--- src/rtl/jk_cmd_seq_if.sv ---
// Command / excitation bus for jk_cmd_seq.
// master: command source that also observes the JK excitation.
// slave : the sequencer itself.
interface jk_cmd_seq_if #(
  parameter int WIDTH = 4
);
  logic             cmd_valid;
  logic             cmd_ready;
  logic [2:0]       cmd_op;
  logic [WIDTH-1:0] cmd_mask;
  logic [WIDTH-1:0] cmd_data;
  logic [3:0]       cmd_cnt;
  logic [WIDTH-1:0] j;
  logic [WIDTH-1:0] k;
  logic             jk_valid;

  modport master (
    output cmd_valid, cmd_op, cmd_mask, cmd_data, cmd_cnt,
    input  cmd_ready, j, k, jk_valid
  );

  modport slave (
    input  cmd_valid, cmd_op, cmd_mask, cmd_data, cmd_cnt,
    output cmd_ready, j, k, jk_valid
  );
endinterface

--- src/rtl/jk_cmd_seq.sv ---
// jk_cmd_seq: queues JK commands in a small FIFO and issues them as
// registered j/k excitation to a downstream bank of WIDTH JK flops,
// keeping a shadow copy of the bank state.
// Optional macro JK_CMD_SEQ_CHECK_EN adds q_fb/err feedback checking.
//
// state  | meaning
// IDLE   | nothing issued this cycle, j=k=0
// ISSUE  | a popped command drives j/k for this cycle
// REPEAT | a TOGGLE holds j/k; rem_q further cycles still to go
module jk_cmd_seq #(
  parameter int WIDTH = 4,
  parameter int DEPTH = 4
) (
  input  logic             clk,
  input  logic             reset,
  jk_cmd_seq_if.slave      bus,
  output logic             busy,
  output logic [WIDTH-1:0] shadow_q
`ifdef JK_CMD_SEQ_CHECK_EN
  ,
  input  logic [WIDTH-1:0] q_fb,
  output logic             err
`endif
);

  localparam int AW = (DEPTH > 1) ? $clog2(DEPTH) : 1;
  localparam int CW = AW + 1;

  localparam logic [2:0] OP_SET    = 3'd1;
  localparam logic [2:0] OP_CLEAR  = 3'd2;
  localparam logic [2:0] OP_TOGGLE = 3'd3;
  localparam logic [2:0] OP_LOAD   = 3'd4;

  typedef struct packed {
    logic [2:0]       op;
    logic [WIDTH-1:0] mask;
    logic [WIDTH-1:0] data;
    logic [3:0]       cnt;
  } cmd_t;

  typedef enum logic [1:0] {
    ST_IDLE,
    ST_ISSUE,
    ST_REPEAT
  } state_t;

  cmd_t             mem_q [DEPTH];
  cmd_t             mem_d [DEPTH];
  logic [AW-1:0]    wr_ptr_q, wr_ptr_d;
  logic [AW-1:0]    rd_ptr_q, rd_ptr_d;
  logic [CW-1:0]    count_q, count_d;
  logic             ready_en_q, ready_en_d;
  state_t           state_q, state_d;
  logic [3:0]       rem_q, rem_d;
  logic [WIDTH-1:0] j_q, j_d, k_q, k_d;
  logic             jk_valid_q, jk_valid_d;
  logic [WIDTH-1:0] shadow_d;
  logic             cmd_ready_w;
  logic             push;
  logic             pop;
  cmd_t             head;

  // ready comes from registered occupancy only, so a full FIFO refuses a
  // push even on a cycle where it also pops
  assign cmd_ready_w   = ready_en_q && (count_q != CW'(DEPTH));
  assign push          = bus.cmd_valid && cmd_ready_w;
  assign head          = mem_q[rd_ptr_q];
  assign bus.cmd_ready = cmd_ready_w;
  assign bus.j         = j_q;
  assign bus.k         = k_q;
  assign bus.jk_valid  = jk_valid_q;
  assign busy          = (count_q != '0) || (state_q != ST_IDLE);

  // FIFO write, pointer and occupancy update
  always_comb begin
    mem_d      = mem_q;
    wr_ptr_d   = wr_ptr_q;
    rd_ptr_d   = rd_ptr_q;
    ready_en_d = 1'b1;
    if (push) begin
      mem_d[wr_ptr_q] = '{op: bus.cmd_op, mask: bus.cmd_mask,
                          data: bus.cmd_data, cnt: bus.cmd_cnt};
      wr_ptr_d        = wr_ptr_q + 1'b1;
    end
    if (pop) begin
      rd_ptr_d = rd_ptr_q + 1'b1;
    end
    count_d = count_q + CW'(push) - CW'(pop);
  end

  // issue FSM: pop/decode the head command or repeat a TOGGLE
  always_comb begin
    state_d    = state_q;
    rem_d      = rem_q;
    j_d        = '0;
    k_d        = '0;
    jk_valid_d = 1'b0;
    pop        = 1'b0;
    if (state_q == ST_REPEAT && rem_q != 4'd0) begin
      j_d        = j_q;
      k_d        = k_q;
      jk_valid_d = 1'b1;
      rem_d      = rem_q - 4'd1;
    end else if (count_q != '0) begin
      pop        = 1'b1;
      jk_valid_d = 1'b1;
      state_d    = ST_ISSUE;
      rem_d      = 4'd0;
      case (head.op)
        OP_SET:   j_d = head.mask;
        OP_CLEAR: k_d = head.mask;
        OP_TOGGLE: begin
          j_d = head.mask;
          k_d = head.mask;
          // cnt of 0 or 1 means a single cycle; otherwise stay for cnt-1 more
          if (head.cnt > 4'd1) begin
            state_d = ST_REPEAT;
            rem_d   = head.cnt - 4'd1;
          end
        end
        OP_LOAD: begin
          j_d = head.mask & head.data & ~shadow_q;
          k_d = head.mask & ~head.data & shadow_q;
        end
        default: ;
      endcase
    end else begin
      state_d = ST_IDLE;
    end
  end

  // shadow follows the downstream bank one edge after each valid cycle
  always_comb begin
    shadow_d = shadow_q;
    if (jk_valid_q) begin
      shadow_d = (j_q & ~shadow_q) | (~k_q & shadow_q);
    end
  end

  // FIFO storage needs no reset; pointers and count define validity
  always_ff @(posedge clk) begin
    mem_q <= mem_d;
  end

  // control state registers with synchronous active-low reset
  always_ff @(posedge clk) begin
    if (!reset) begin
      wr_ptr_q   <= '0;
      rd_ptr_q   <= '0;
      count_q    <= '0;
      ready_en_q <= 1'b0;
      state_q    <= ST_IDLE;
      rem_q      <= 4'd0;
      j_q        <= '0;
      k_q        <= '0;
      jk_valid_q <= 1'b0;
      shadow_q   <= '0;
    end else begin
      wr_ptr_q   <= wr_ptr_d;
      rd_ptr_q   <= rd_ptr_d;
      count_q    <= count_d;
      ready_en_q <= ready_en_d;
      state_q    <= state_d;
      rem_q      <= rem_d;
      j_q        <= j_d;
      k_q        <= k_d;
      jk_valid_q <= jk_valid_d;
      shadow_q   <= shadow_d;
    end
  end

`ifdef JK_CMD_SEQ_CHECK_EN
  logic err_q, err_d;

  // sticky mismatch flag between real flop outputs and the shadow model
  always_comb begin
    err_d = err_q;
    if ((q_fb != shadow_q) && ((state_q != ST_IDLE) || busy)) begin
      err_d = 1'b1;
    end
  end

  // error flag register, cleared only by reset
  always_ff @(posedge clk) begin
    if (!reset) begin
      err_q <= 1'b0;
    end else begin
      err_q <= err_d;
    end
  end

  assign err = err_q;
`endif

endmodule
--- src/flat_wrapper.sv ---
// flat-port wrapper written by rule: the top's interface ports become plain ports
module jk_cmd_seq_flat 
#(
  parameter int WIDTH = 4,
  parameter int DEPTH = 4
)
  (clk, reset, busy, shadow_q, bus_cmd_valid, bus_cmd_op, bus_cmd_mask, bus_cmd_data, bus_cmd_cnt, bus_cmd_ready, bus_j, bus_k, bus_jk_valid);
  jk_cmd_seq_if #(.WIDTH(WIDTH)) bus_i ();
  input  logic clk;
  input  logic reset;
  output logic busy;
  output logic [WIDTH-1:0] shadow_q;
  input wire logic [$bits(bus_i.cmd_valid)-1:0] bus_cmd_valid;
  input wire logic [$bits(bus_i.cmd_op)-1:0] bus_cmd_op;
  input wire logic [$bits(bus_i.cmd_mask)-1:0] bus_cmd_mask;
  input wire logic [$bits(bus_i.cmd_data)-1:0] bus_cmd_data;
  input wire logic [$bits(bus_i.cmd_cnt)-1:0] bus_cmd_cnt;
  output wire logic [$bits(bus_i.cmd_ready)-1:0] bus_cmd_ready;
  output wire logic [$bits(bus_i.j)-1:0] bus_j;
  output wire logic [$bits(bus_i.k)-1:0] bus_k;
  output wire logic [$bits(bus_i.jk_valid)-1:0] bus_jk_valid;
  assign bus_i.cmd_valid = bus_cmd_valid;
  assign bus_i.cmd_op = bus_cmd_op;
  assign bus_i.cmd_mask = bus_cmd_mask;
  assign bus_i.cmd_data = bus_cmd_data;
  assign bus_i.cmd_cnt = bus_cmd_cnt;
  assign bus_cmd_ready = bus_i.cmd_ready;
  assign bus_j = bus_i.j;
  assign bus_k = bus_i.k;
  assign bus_jk_valid = bus_i.jk_valid;
  jk_cmd_seq #(.WIDTH(WIDTH), .DEPTH(DEPTH)) u_core (.clk(clk), .reset(reset), .bus(bus_i), .busy(busy), .shadow_q(shadow_q));
endmodule
--- config.mk ---
export PLATFORM = sky130hd
export DESIGN_NAME = jk_cmd_seq_flat
export DESIGN_NICKNAME = d
export VERILOG_FILES = /design/src/rtl/jk_cmd_seq_if.sv /design/src/rtl/jk_cmd_seq.sv /design/src/flat_wrapper.sv
export SDC_FILE = /design/constraint.sdc
export NUM_CORES = 1
export LEC_CHECK = 0
export CAP_MARGIN = 15
export CORE_UTILIZATION = 33
export DETAILED_ROUTE_END_ITERATION = 8
export PLACE_DENSITY = 0.62
export SYNTH_ARGS = -nofsm -noshare
export SYNTH_HDL_FRONTEND = slang
export SYNTH_SLANG_ARGS = --single-unit
--- constraint.sdc ---
create_clock -name clk -period 2.5 [get_ports clk]
set_input_delay 0.375 -clock clk [delete_from_list [all_inputs] [get_ports clk]]
set_output_delay 0.375 -clock clk [all_outputs]
set_load 0.02 [all_outputs]
==> impl_metrics.json <==
{
  "worst_setup_path_end_kind": "flop",
  "worstPathRequired_ps": 2740,
  "n_antenna_cell": 0,
  "yosysWarnings": 0,
  "placed_cells": 409,
  "r2r_end": "u_core.count_q[2]",
  "drt-total-wl_um": 6620,
  "vias": 2056,
  "antenna_found_initial": 0,
  "synth-seq-cells": 87,
  "hold_depth": 2,
  "crit_chain": "or3_1 > o21ai_1 > inv_1 > ha_1 > inv_1 > ha_1 > fa_1 > xnor2_1 > nor2_1",
  "relSlewSlack": 0.677,
  "coreArea_um2": 10500,
  "whs_ps": 478,
  "grt_usage": 0.127,
  "leakagePower_nw": 1.45,
  "tns_ps": 0,
  "dpl.hpwl_um": 4530,
  "cpLargestDelayFamily": "adder cells",
  "path_clk_slew_ps": 90,
  "fp.dieW_um": 106,
  "clk_path_buf_depth": 2,
  "synth_top_area_frac": 0.501,
  "h-tree-depth": 3,
  "drive_gt1_frac": 0.176,
  "ys_types": 44,
  "drt_iter0_drc": 81,
  "slowest_stage": "or3_1",
  "grt_max_degree": 17,
  "seq_area_frac_synth": 0.652,
  "ir_drop_uv": 403,
  "crit_fanout": 6,
  "crit_arrival_ps": 2550,
  "setup_violations": 0,
  "cap_violations": 0,
  "start_util": 0.344,
  "dieHeight_um": 106,
  "max_slew.worst_pin.slew_ps": 484,
  "syn_to_final_growth_pct": 20.4,
  "max_freq_ghz": 0.434,
  "root_buffer": "clkbuf_8",
  "status": "finished, final reports clean",
  "crit_type": "flop to flop",
  "cts_tree": "done",
  "drc": 0,
  "rrSetupSlack_ps": 200,
  "wire_per_inst_um": 15.6,
  "fin_crit_ps": 2300,
  "max_stage_delay_ps": 460,
  "fin_crit_sh": 0.922,
  "overflow": 0,
  "min_from": "u_core.shadow_q[3]",
  "syn_nets": 264,
  "avgSynthCellArea_um2": 15.2,
  "power_density_nw_per_um2": 938,
  "cts.sinks": 87,
  "firstDrtPassIters": 4,
  "grt_pass1_wl_um": 10800,
  "mostFrequentLayoutCell": "edfxtp_1",
  "r2r_start": "u_core.count_q[1]",
  "netlist.top_cell.by_area": "edfxtp_1",
  "pin_count": 33,
  "numCtsBuffers": 9,
  "rows": 37,
  "final_cell_mix": "edfxtp_1 (60), clkdlybuf4s50_1 (31), dfxtp_1 (27), inv_1 (18)",
  "crit_buf_inv": 2,
  "viasPerCell": 4.84,
  "final_nets": 312,
  "drv_slew": 0,
  "ff2ff_path_depth": 9,
  "min_to": "u_core.shadow_q[3]",
  "layout_setup_ws_ps": 195,
  "skew_ps": 9.47,
  "syn_inst": 236,
  "final_antenna_net_count": 0,
  "clk_latency_ps": 350,
  "design_power_total_mw": 4.06,
  "synth_area_um2": 3590,
  "worstHoldPathType": "flop to flop",
  "place_congestion": 0.826,
  "start_kind": "flop",
  "dieArea_um2": 11300,
  "ctsHoldBuffers": 0,
  "pre_cts_ws_ps": 155,
  "grt_pass1_vias": 2067,
  "rsz0062_at_grt": "no",
  "hold_viol": 0,
  "yosys-top-cells-area": "edfxtp_1 (50%), dfxtp_1 (15%), mux4_2 (8.1%)",
  "portBuffers": 32,
  "fin_cells": 425
}
==> worst min-delay path, cell delays in order (launching register included) <==
cell and delay, ps:
dfxtp_1 330, nand2_1 50, a21oi_1 50
==> sequential cells by signal, indices dropped and copies added, names as in the netlist, 2 cells and up <==
signal,cells
u_core.rem_q,4
u_core.wr_ptr_q,2
u_core.state_q,2
u_core.bus.j,4
u_core.rd_ptr_q,2
u_core.bus.k,4
u_core.mem_q,60
u_core.shadow_q,4
u_core.count_q,3
==> cell families after synthesis <==
family / count (synthesis) / synth area share
AO/OA/AOI/OAI: 41 / 0.0881
buffers and inverters: 26 / 0.0299
multiplexers: 16 / 0.0989
AND/OR/NAND/NOR: 49 / 0.0776
adder cells (fa/ha/maj): 10 / 0.0369
flip-flops: 87 / 0.652
XOR/XNOR: 7 / 0.0171
==> repair_timing <==
item,CTS,global route
setup endpoints to repair,0,3
buffers inserted,0,0
resized for setup,0,2
endpoints found under the hold margin,0,0
==> metrics by stage <==
step,util,area (µm²)
6_report,0.414,4330
5_1_grt,0.414,4330
4_1_cts,0.413,4320
3_5_place_dp,0.396,4140
3_3_place_gp,0.396,4140
2_1_floorplan,-,3590
==> where the power goes <==
part | total (mW) | internal [mW] | leakage [nW] | switching (mW)
sequential | 1.80 | 1.68 | 0.765 | 0.119
clock | 0.903 | 0.373 | 0.0829 | 0.530
combinational | 1.35 | 0.672 | 0.597 | 0.683
==> final cells by class <==
cell class	count	area, µm²
flip-flops and latches	87	2340
well taps	136	170
clock buffers	9	124
multi-input cells	123	1140
inverters	18	67.6
fillers	991	6140
repair buffers	45	420
clock inverters	7	57.6
==> synthesized netlist by cell type, drive strengths merged <==
master and count:
o21a 1, xnor2 4, a32o 1, nand2 6
mux4 15, ha 9, and3 1, nor3b 2
o221ai 1, o21ai 3, fa 1, nand3 3
nor2 10, nand2b 2, o31ai 4, mux2i 1
nor3 3, o211ai 3, a21oi 8, o31a 2
clkbuf 5, buf 3, nor4 1, inv 18
xor2 3, a41oi 1, edfxtp 60, or3b 1
a311oi 2, a31o 4, nand4b 1, or2 2
o2111ai 1, and2 7, a22o 8, a41o 1
dfxtp 27, o311a 1, nor2b 7, or3 3
==> per-layer routing <==
layer  wire [µm]  vias to the layer above  track usage
li1            -                     1004            -
met1        3190                     1009        0.168
met2        3130                       35        0.205
met3         202                        8       0.0233
met4         103                        0       0.0546
met5           0                        -            0
==> how the worst max path moves through the flow <==
stage                           start                end  slack, ps  depth (start not counted)
CTS                 u_core.count_q[1]               busy         60                          3
detailed placement    u_core.rem_q[0]  u_core.count_q[2]        160                         11
finish              u_core.count_q[1]  u_core.count_q[2]        200                          9
global route        u_core.count_q[1]  u_core.count_q[2]         70                          9
global placement      u_core.rem_q[0]  u_core.count_q[2]        240                         11
floorplan             u_core.rem_q[0]  u_core.count_q[1]         30                         10
Power figures use the tool's default switching activity.
